## src/rtl/systolic_pkg.sv

```systemverilog
// Shared definitions for the systolic array edge buffers: phase bus codes, word width, collector FSM states.
package systolic_pkg;

  localparam logic [1:0] PH_IDLE   = 2'b00;
  localparam logic [1:0] PH_LOAD   = 2'b01;
  localparam logic [1:0] PH_STREAM = 2'b10;
  localparam logic [1:0] PH_DRAIN  = 2'b11;

  localparam int unsigned DATA_W = 16;

  typedef enum logic [1:0] {
    C_IDLE    = 2'b00,
    C_SKEW    = 2'b01,
    C_CAPTURE = 2'b10,
    C_DRAIN   = 2'b11
  } collect_state_t;

endpackage

```

## src/rtl/collect_ring.sv

```systemverilog
// Circular word store with head/tail pointers and occupancy count; depth need not be a power of two.
module collect_ring
  import systolic_pkg::*;
#(
  parameter int unsigned DEPTH  = 8,
  parameter int unsigned ADDR_W = $clog2(DEPTH)
) (
  input  logic              clk,
  input  logic              rst,
  input  logic              flush,
  input  logic              push,
  input  logic              pop,
  input  logic [DATA_W-1:0] wr_data,
  output logic [DATA_W-1:0] rd_data,
  output logic [ADDR_W:0]   count,
  output logic              full,
  output logic              empty
);

  localparam logic [ADDR_W-1:0] LAST_IDX  = ADDR_W'(DEPTH - 1);
  localparam logic [ADDR_W:0]   DEPTH_CNT = (ADDR_W + 1)'(DEPTH);

  logic [DATA_W-1:0] mem [DEPTH];
  logic [ADDR_W-1:0] head;
  logic [ADDR_W-1:0] tail;
  logic              push_ok;
  logic              pop_ok;

  function automatic logic [ADDR_W-1:0] next_idx(input logic [ADDR_W-1:0] idx);
    return (idx == LAST_IDX) ? '0 : idx + ADDR_W'(1);
  endfunction

  // Occupancy flags and head word, decoded from registered state.
  always_comb begin
    full    = (count == DEPTH_CNT);
    empty   = (count == '0);
    push_ok = push && !full;
    pop_ok  = pop && !empty;
    rd_data = mem[head];
  end

  // Storage array; contents are not cleared by reset.
  always_ff @(posedge clk) begin
    if (push_ok) begin
      mem[tail] <= wr_data;
    end
  end

  // Pointer and count update; push and pop may both be handled in one cycle.
  always_ff @(posedge clk) begin
    if (rst || flush) begin
      head  <= '0;
      tail  <= '0;
      count <= '0;
    end else begin
      if (push_ok) tail <= next_idx(tail);
      if (pop_ok)  head <= next_idx(head);
      case ({push_ok, pop_ok})
        2'b10:   count <= count + (ADDR_W + 1)'(1);
        2'b01:   count <= count - (ADDR_W + 1)'(1);
        default: count <= count;
      endcase
    end
  end

endmodule

```

## src/rtl/output_collect_buffer.sv

```systemverilog
// Per-column result collector: drops the lane's skew cycles, captures results while streaming,
// and plays them out over valid/ready during drain.
module output_collect_buffer
  import systolic_pkg::*;
#(
  parameter int unsigned ARR_SIZE    = 4,
  parameter int unsigned LANE_INDEX  = 0,
  parameter int unsigned SKEW        = LANE_INDEX,
  parameter int unsigned QUEUE_DEPTH = ARR_SIZE * 2,
  parameter int unsigned ADDR_WIDTH  = $clog2(QUEUE_DEPTH)
) (
  input  logic                  clk,
  input  logic                  rst,
  input  logic [1:0]            state,
  input  logic [DATA_W-1:0]     array_output,
  input  logic                  array_valid,
  output logic [DATA_W-1:0]     out_data,
  output logic                  out_valid,
  input  logic                  out_ready,
  output logic [ADDR_WIDTH:0]   count,
  output logic                  full,
  output logic                  empty,
  output logic                  overflow,
  output logic                  drain_done
);

  localparam int unsigned     SKW_W     = (SKEW > 1) ? $clog2(SKEW) : 1;
  localparam logic [SKW_W-1:0] SKEW_LOAD = SKW_W'((SKEW > 0) ? SKEW - 1 : 0);

  collect_state_t    fsm_q;
  collect_state_t    fsm_d;
  logic [SKW_W-1:0]  skew_q;
  logic [SKW_W-1:0]  skew_d;
  logic              flush_c;
  logic              push_c;
  logic              pop_c;
  logic              drop_c;
  logic [DATA_W-1:0] rd_data;

  collect_ring #(
    .DEPTH  (QUEUE_DEPTH),
    .ADDR_W (ADDR_WIDTH)
  ) u_ring (
    .clk     (clk),
    .rst     (rst),
    .flush   (flush_c),
    .push    (push_c),
    .pop     (pop_c),
    .wr_data (array_output),
    .rd_data (rd_data),
    .count   (count),
    .full    (full),
    .empty   (empty)
  );

  // FSM and skew counter registers.
  always_ff @(posedge clk) begin
    if (rst) begin
      fsm_q  <= C_IDLE;
      skew_q <= '0;
    end else begin
      fsm_q  <= fsm_d;
      skew_q <= skew_d;
    end
  end

  // Next state from the sampled phase; the datapath acts on the mode selected this cycle,
  // so SKEW=0 captures on the first stream cycle and a drain starts with the phase change.
  always_comb begin
    fsm_d   = C_IDLE;
    skew_d  = skew_q;
    flush_c = 1'b0;
    case (state)
      PH_LOAD: begin
        flush_c = 1'b1;
        fsm_d   = C_IDLE;
      end
      PH_STREAM: begin
        if (fsm_q == C_SKEW) begin
          if (skew_q == '0) begin
            fsm_d = C_CAPTURE;
          end else begin
            skew_d = skew_q - SKW_W'(1);
            fsm_d  = C_SKEW;
          end
        end else if (fsm_q == C_CAPTURE) begin
          fsm_d = C_CAPTURE;
        end else if (SKEW > 0) begin
          skew_d = SKEW_LOAD;
          fsm_d  = C_SKEW;
        end else begin
          fsm_d = C_CAPTURE;
        end
      end
      PH_DRAIN: fsm_d = C_DRAIN;
      default:  fsm_d = C_IDLE;
    endcase

    push_c    = (fsm_d == C_CAPTURE) && array_valid && !full;
    drop_c    = (fsm_d == C_CAPTURE) && array_valid && full;
    out_valid = (fsm_d == C_DRAIN) && !empty;
    pop_c     = out_valid && out_ready;
    out_data  = out_valid ? rd_data : '0;
  end

  // Sticky overflow flag and end-of-drain pulse.
  always_ff @(posedge clk) begin
    if (rst) begin
      overflow   <= 1'b0;
      drain_done <= 1'b0;
    end else begin
      if (flush_c)     overflow <= 1'b0;
      else if (drop_c) overflow <= 1'b1;
      drain_done <= pop_c && (count == (ADDR_WIDTH + 1)'(1));
    end
  end

endmodule

```

## config.mk

```make
export PLATFORM = sky130hd
export DESIGN_NAME = output_collect_buffer
export DESIGN_NICKNAME = d
export VERILOG_FILES = /design/src/rtl/systolic_pkg.sv /design/src/rtl/collect_ring.sv /design/src/rtl/output_collect_buffer.sv
export SDC_FILE = /design/constraint.sdc
export NUM_CORES = 1
export LEC_CHECK = 0
export ABC_AREA = 1
export BUFFER_PORTS_ARGS = -buffer_cell sky130_fd_sc_hd__buf_2
export CORE_ASPECT_RATIO = 1.25
export CORE_MARGIN = 1.5
export CORE_UTILIZATION = 45
export CTS_CLUSTER_SIZE = 10
export DETAILED_ROUTE_END_ITERATION = 8
export PLACE_DENSITY = 0.64
export SLEW_MARGIN = 20
export SYNTH_ARGS = -nofsm -noshare
export SYNTH_HDL_FRONTEND = slang
export SYNTH_HIERARCHICAL = 1
export SYNTH_SLANG_ARGS = --single-unit
```

## constraint.sdc

```tcl
create_clock -name clk -period 3.65 [get_ports clk]
set_clock_uncertainty 0.2 [all_clocks]
set_input_delay 0.1825 -clock clk [delete_from_list [all_inputs] [get_ports clk]]
set_output_delay 0.1825 -clock clk [all_outputs]
set_load 0.01 [all_outputs]
```

# Word level (Yosys, flattened, before mapping)

Memory sizes are Yosys's and may differ from the RTL's. A register that Yosys moved wholly into a read port is not among the register bits.
Cells that the tools add are included.

Multiplexer cells: 13
Equality and inequality tests: 12
Add/subtract/negate cells: 5
Reduce and logical (&&, ||, !) cells: 15

Operators with widths:

| kind                  | number |
|---|---|
| $mux W16              | 1 |
| $mux W3               | 4 |
| $eq A2 B2 Y1 const B  | 5 |
| $logic_and A1 B1 Y1   | 8 |
| $pmux W4 S2           | 1 |
| $add A3 B1 Y3 const B | 2 |
| $eq A2 B1 Y1 const B  | 3 |
| $eq A3 B3 Y1 const B  | 2 |
| $add A4 B1 Y4 const B | 1 |
| $eq A4 B1 Y1 const B  | 1 |
| $eq A4 B4 Y1 const B  | 1 |
| $logic_not A4 Y1      | 1 |
| $mux W1               | 4 |
| $mux W2               | 2 |
| $pmux W2 S2           | 1 |
| $sub A4 B1 Y4 const B | 1 |
| $logic_not A1 Y1      | 2 |
| $reduce_and A2 Y1     | 1 |
| $reduce_bool A2 Y1    | 1 |
| $reduce_or A2 Y1      | 1 |
| $logic_or A1 B1 Y1    | 1 |
| $sub A1 B1 Y1 const B | 1 |

Logic and storage cells: 53
Bits of input ports: 22
Memories: 1
Register bits after elaboration: 15
Output and inout port bits: 25
RAM bits: 128

Memory list:

| memory     | depth | bits a word | rd ports | clocked after memory_dff | write ports | RTL line           | text |
|---|---|---|---|---|---|---|---|
| u_ring.mem | 8     | 16          | 1        | 1                        | 1           | collect_ring.sv:23 | `logic [DATA_W-1:0] mem [DEPTH];` |

# Logic depth before layout (Yosys ltp)

Depth after elaboration: 9
Depth in mapped cells: 20
Gate-level depth less buffers: 20

# Cells and area by module

Netlist, hierarchy kept.

By module, submodules not included:

| module                | cells an instance | area an instance (um^2) | sequential area each (um^2) | times used |
|---|---|---|---|---|
| collect_ring          | 458               | 5716.7                  | 4103.9                      | 1 |
| output_collect_buffer | 53                | 294.0                   | 40.0                        | 1 |

# Least setup slack after synthesis

No wires, ideal clock.

Path type: register -> register
Start: register u_ring.count[0]
End: memory u_ring.mem[1][0] (enable)
Clock period less this slack: 2.694 ns
Setup slack: 0.956 ns
Data required time: 3.062 ns
Library setup time: 0.388 ns
Buffers on the path: 0
Arrival time: 2.105 ns
Stages on the path, launching flop included: 9
Cells stage by stage: dfxtp_1 > nor2_1 > nand3_1 > inv_1 > nor3_1 > nand2_2 > nor2_1 > inv_1 > nor2_1

Cells in the longest elaborated chain, start to end: 6

RTL lines:

| element                       | RTL line                    | text |
|---|---|---|
| from (decl)                   | collect_ring.sv:15          | `output logic [ADDR_W:0] count,` |
| from (signal assigned)        | collect_ring.sv:59          | `2'b10: count <= count + (ADDR_W + 1)'(1);` |
| from (signal assigned)        | collect_ring.sv:60          | `2'b01: count <= count - (ADDR_W + 1)'(1);` |
| from (signal assigned)        | collect_ring.sv:61          | `default: count <= count;` |
| $eq A4 B4 Y1                  | collect_ring.sv:35          | `full = (count == DEPTH_CNT);` |
| net full                      | output_collect_buffer.sv:21 | `output logic full,` |
| $logic_not A1 Y1              | output_collect_buffer.sv:99 | `push_c = (fsm_d == C_CAPTURE) && array_valid && !full;` |
| $logic_and A1 B1 Y1           | output_collect_buffer.sv:99 |  |
| net push_c                    | output_collect_buffer.sv:35 | `logic push_c;` |
| $logic_and A1 B1 Y1           | collect_ring.sv:37          | `push_ok = push && !full;` |
| $mux W1                       | collect_ring.sv:44          | `if (push_ok) begin` |
| $mux W1 (not written as such) | collect_ring.sv:45          | `mem[tail] <= wr_data;` |
| to (decl)                     | collect_ring.sv:23          |  |

The timed path passes the listed nets, and every way through them passes these cells.

# Worst setup path after layout

Start: register u_ring.count[1]
End: register u_ring.count[2]

Cells in the longest elaborated chain, start to end: 7
Elaborated cells between the ends (all ways): 15
Classes of those cells: add/sub: 2; eq/ne: 3; mux: 1; reduce/logical: 9

RTL lines:

| element                                                  | RTL line                     | text |
|---|---|---|
| $logic_not A4 Y1 (*)                                     | collect_ring.sv:36           | `empty = (count == '0);` |
| $logic_not A1 Y1 (*)                                     | output_collect_buffer.sv:101 | `out_valid = (fsm_d == C_DRAIN) && !empty;` |
| $logic_and A1 B1 Y1 (*)                                  | output_collect_buffer.sv:101 |  |
| $logic_and A1 B1 Y1 (*)                                  | output_collect_buffer.sv:102 | `pop_c = out_valid && out_ready;` |
| net pop_c                                                | output_collect_buffer.sv:36  | `logic pop_c;` |
| $logic_and A1 B1 Y1 (*)                                  | collect_ring.sv:38           | `pop_ok = pop && !empty;` |
| $eq A2 B1 Y1 / $eq A2 B2 Y1 (equally long branches)      | collect_ring.sv:58           | `case ({push_ok, pop_ok})` |
| $pmux W4 S2 / $reduce_bool A2 Y1 (equally long branches) | n/a                          |  |

Mark *: on every way through the listed nets, which the timed path passes. The rest lies on a longest branch.
A chain may end at the register's enable or synchronous reset.

==> flow_metrics.py <==
metrics = {
    "run_status": {
        "status": "completed",
    },
    "place": {
        "place_area_um2": 6390,
        "port_buffers": 46,
        "routabilityCongestion": 0.846,
        "dp_hpwl_um": 6980,
    },
    "timing": {
        "post-route-period-util_pct": 81.8,
        "worstMarginPinSlew_ns": 0.750,
        "setup_tns_ns": 0,
        "finalHoldViolCount": 0,
        "setup_viol": 0,
        "slew_headroom_pct": 49.9,
        "period_needed_ns": 2.98,
        "grt_setup_unrepaired": "no",
        "clock.fmax_mhz": 335,
        "slew_violations": 0,
    },
    "clock_tree": {
        "cts_setup_buffers": 0,
        "numCtsBuffers": 17,
        "htreeDepth": 4,
        "cts-root-buf": "clkbuf_16",
        "insertion_delay_ns": 0.41,
        "cts_resized": 0,
        "cts.sinks": 143,
        "tritoncts": "done",
        "clk_path_buf_depth": 2,
        "holdBufCountCts": 21,
        "cts.clk_slew.worst_paths_ns": 0.06,
    },
    "critical_path": {
        "r2r_cells": 19,
        "cp-start-kind": "register",
        "rrSetupSlack_ns": 0.67,
        "slowest_stage": "dfxtp_1",
        "max_stage_delay_ns": 0.44,
        "setup.worst_path.class": "register to register",
        "cp_max_fo": 17,
        "crit_arrival_ns": 3.09,
        "crit_top_cell": "inv_1",
        "path_cells": "nor2_1, nand3_1, inv_1, inv_1, nand3_4, inv_2, nand2_2, inv_1, nand2_1, inv_1, ha_1, nand2_1, inv_1, nor2_1, ha_1, a21oi_1, xnor2_1, o21ai_0, inv_1",
        "crit_buf_inv": 7,
        "rr_endpoint": "u_ring/count[2]$_SDFFE_PP0P_",
        "crit_path_end_kind": "register",
        "regToRegStartpoint": "u_ring/count[1]$_SDFFE_PP0P_",
        "crit_family": "simple AND/OR/NAND/NOR gates",
        "worstPathRequired_ns": 3.76,
    },
    "detailed_routing": {
        "first_pass_iters": 5,
        "drtIter0Drc": 210,
        "vias": 3929,
        "drc": 0,
        "routedWlPerCell_um": 16.1,
        "antenna_left": 0,
        "wl_um": 12400,
        "avgViaCountPerCell": 5.10,
    },
    "power_and_ir_drop": {
        "p_switching_uw": 692,
        "swShare_pct": 18.5,
        "powerDensity_nw_per_um2": 516,
        "seqPwrFrac_pct": 48.2,
        "comb_power_share_pct": 3.1,
        "p_int_uw": 3040,
        "max-vdd-ir-drop_mv": 0.317,
        "leakage_uw": 0.00275,
        "clkPwrFrac_pct": 48.7,
    },
    "logic_synthesis": {
        "synth_area_leaders": "edfxtp_1 64%, nor2_1 5.3%, dfxtp_1 5.0%, nand2_1 4.4%, o21ai_0 4.1%",
        "netlist_area_um2": 6010,
        "synth-seq-area-share_pct": 68.9,
        "ys.flop_type": "edfxtp_1",
        "synth_area_per_cell_um2": 11.8,
        "async_flop_share_pct": 0,
        "synth_cells": 511,
        "synth_most_common_cell": "edfxtp_1",
        "synth_common_cells": "128 x edfxtp_1, 85 x nor2_1, 70 x nand2_1, 49 x o21ai_0, 38 x inv_1",
        "yosysUniqueCellTypes": 32,
        "ys_seq_elements": 143,
        "ys_warn_count": 6,
        "yosysTopAreaCell": "edfxtp_1",
        "synth_top_area_share_pct": 63.9,
        "syn-num-nets": 540,
        "synth-edff-count": 128,
    },
    "global_routing": {
        "grtUsageTotal_pct": 18.5,
        "grt_pass1_vias": 3772,
        "antenna_found_initial": 0,
        "grt_overflow_total": 0,
        "grt_max_degree": 49,
        "grt_pass1_wl_um": 19400,
    },
    "die": {
        "die_x_um": 106,
        "dieArea_um2": 14100,
        "core_area_um2": 13100,
        "initial_core_util_pct": 45.8,
        "num_rows": 47,
        "chipHeight_um": 132,
        "ios": 47,
    },
    "finish": {
        "area_growth_syn_to_layout_pct": 20.3,
        "fin_nets": 616,
        "finalInstanceArea_um2": 7230,
        "layout-drive-gt1-share_pct": 18.3,
        "num_antenna_cells": 0,
    },
    "worst_hold_path": {
        "hold_path.class": "primary input to register",
        "hold_depth": 4,
        "whs_endpoint": "u_ring/tail[2]$_SDFFE_PP0P_",
        "min_from": "state[0]",
    },
    "run": {
        "maxCapViolCount": 0,
    },
}
-- routing by layer --
metal | vias up | track usage [%] | wire (µm)
li1 | 1921 | - | -
met2 | 87 | 31.2 | 6480
met3 | 9 | 5.49 | 522
met1 | 1912 | 22.8 | 5320
met5 | - | 0 | 0
met4 | 0 | 5.93 | 108
-- area by class of cell --
cell class,count,area (µm²)
fillers,1084,5880
multi-input cells,304,1550
flip-flops and latches,143,4150
clock buffers,19,433
repair buffers,81,546
clock inverters,13,194
well taps,171,214
inverters,40,153
-- placed cells by master, fill, tap and decap left out, drive strengths merged, types with 9 or more instances in the layout --
cell and instances:
inv 40, dfxtp 15, clkbuf 19, o22ai 16
a21oi 9, buf 60, mux2i 16, nor2 99
edfxtp 128, dlygate4sd3 21, nand2 72, o21ai 68
-- worst min-delay path, stage by stage --
cell and delay [ns]:
buf_2 0.13, nor3_1 0.08, nand2_2 0.13, a211oi_1 0.09
-- how the worst max path moves through the flow --
stage / start / endpoint / slack (ns) / cells past startpoint
2_1_floorplan: u_ring/count[0]$_SDFFE_PP0P_ / u_ring/mem[1][0]$_DFFE_PP_ / 0.96 / 8
3_3_place_gp: u_ring/count[0]$_SDFFE_PP0P_ / u_ring/count[2]$_SDFFE_PP0P_ / 0.87 / 19
3_5_place_dp: u_ring/count[0]$_SDFFE_PP0P_ / u_ring/count[2]$_SDFFE_PP0P_ / 0.67 / 19
4_1_cts: u_ring/count[0]$_SDFFE_PP0P_ / u_ring/count[2]$_SDFFE_PP0P_ / 0.66 / 19
5_1_grt: u_ring/count[1]$_SDFFE_PP0P_ / u_ring/count[2]$_SDFFE_PP0P_ / 0.46 / 19
6_report: u_ring/count[1]$_SDFFE_PP0P_ / u_ring/count[2]$_SDFFE_PP0P_ / 0.67 / 19
-- state kept, by name, summed over array words and instances (netlist names), named ones only --
register and flops:
drain_done 1, u_ring/head 3, u_ring/tail 3, u_ring/mem 128, u_ring/count 4, overflow 1
-- cell families after synthesis --
group	count (synthesis)	share of synthesized area [%]
compound gates	94	8.20
xor+xnor	3	0.437
fa+ha+maj	7	1.46
buf+inv	64	5.35
flops	143	68.9
mux	16	2.66
simple gates	184	12.9
-- power groups by stage --
stage	Combinational, µW	Sequential (µW)	Clock [µW]
6_report	115	1800	1820
3_3_place_gp	95.4	1830	0
3_5_place_dp	98.8	1830	0
4_1_cts	116	1800	1850
2_1_floorplan	50.1	1830	0
5_1_grt	128	1800	1920
-- stage by stage --
| step | utilization, % | worst slack, ns | std cells | total power (µW) | hold WS [ns] |
|---|---|---|---|---|---|
| floorplan | - | 0.956 | 511 | 1880 | 0.0814 |
| global placement | 48.8 | 0.871 | 718 | 1930 | 0.236 |
| detailed placement | 48.8 | 0.671 | 718 | 1930 | 0.240 |
| CTS | 55.1 | 0.664 | 771 | 3760 | 0.0454 |
| global route | 55.1 | 0.460 | 771 | 3850 | 0.108 |
| finish | 55.1 | 0.666 | 771 | 3730 | 0.0647 |
Note: power is estimated with default switching activity, not from simulation.
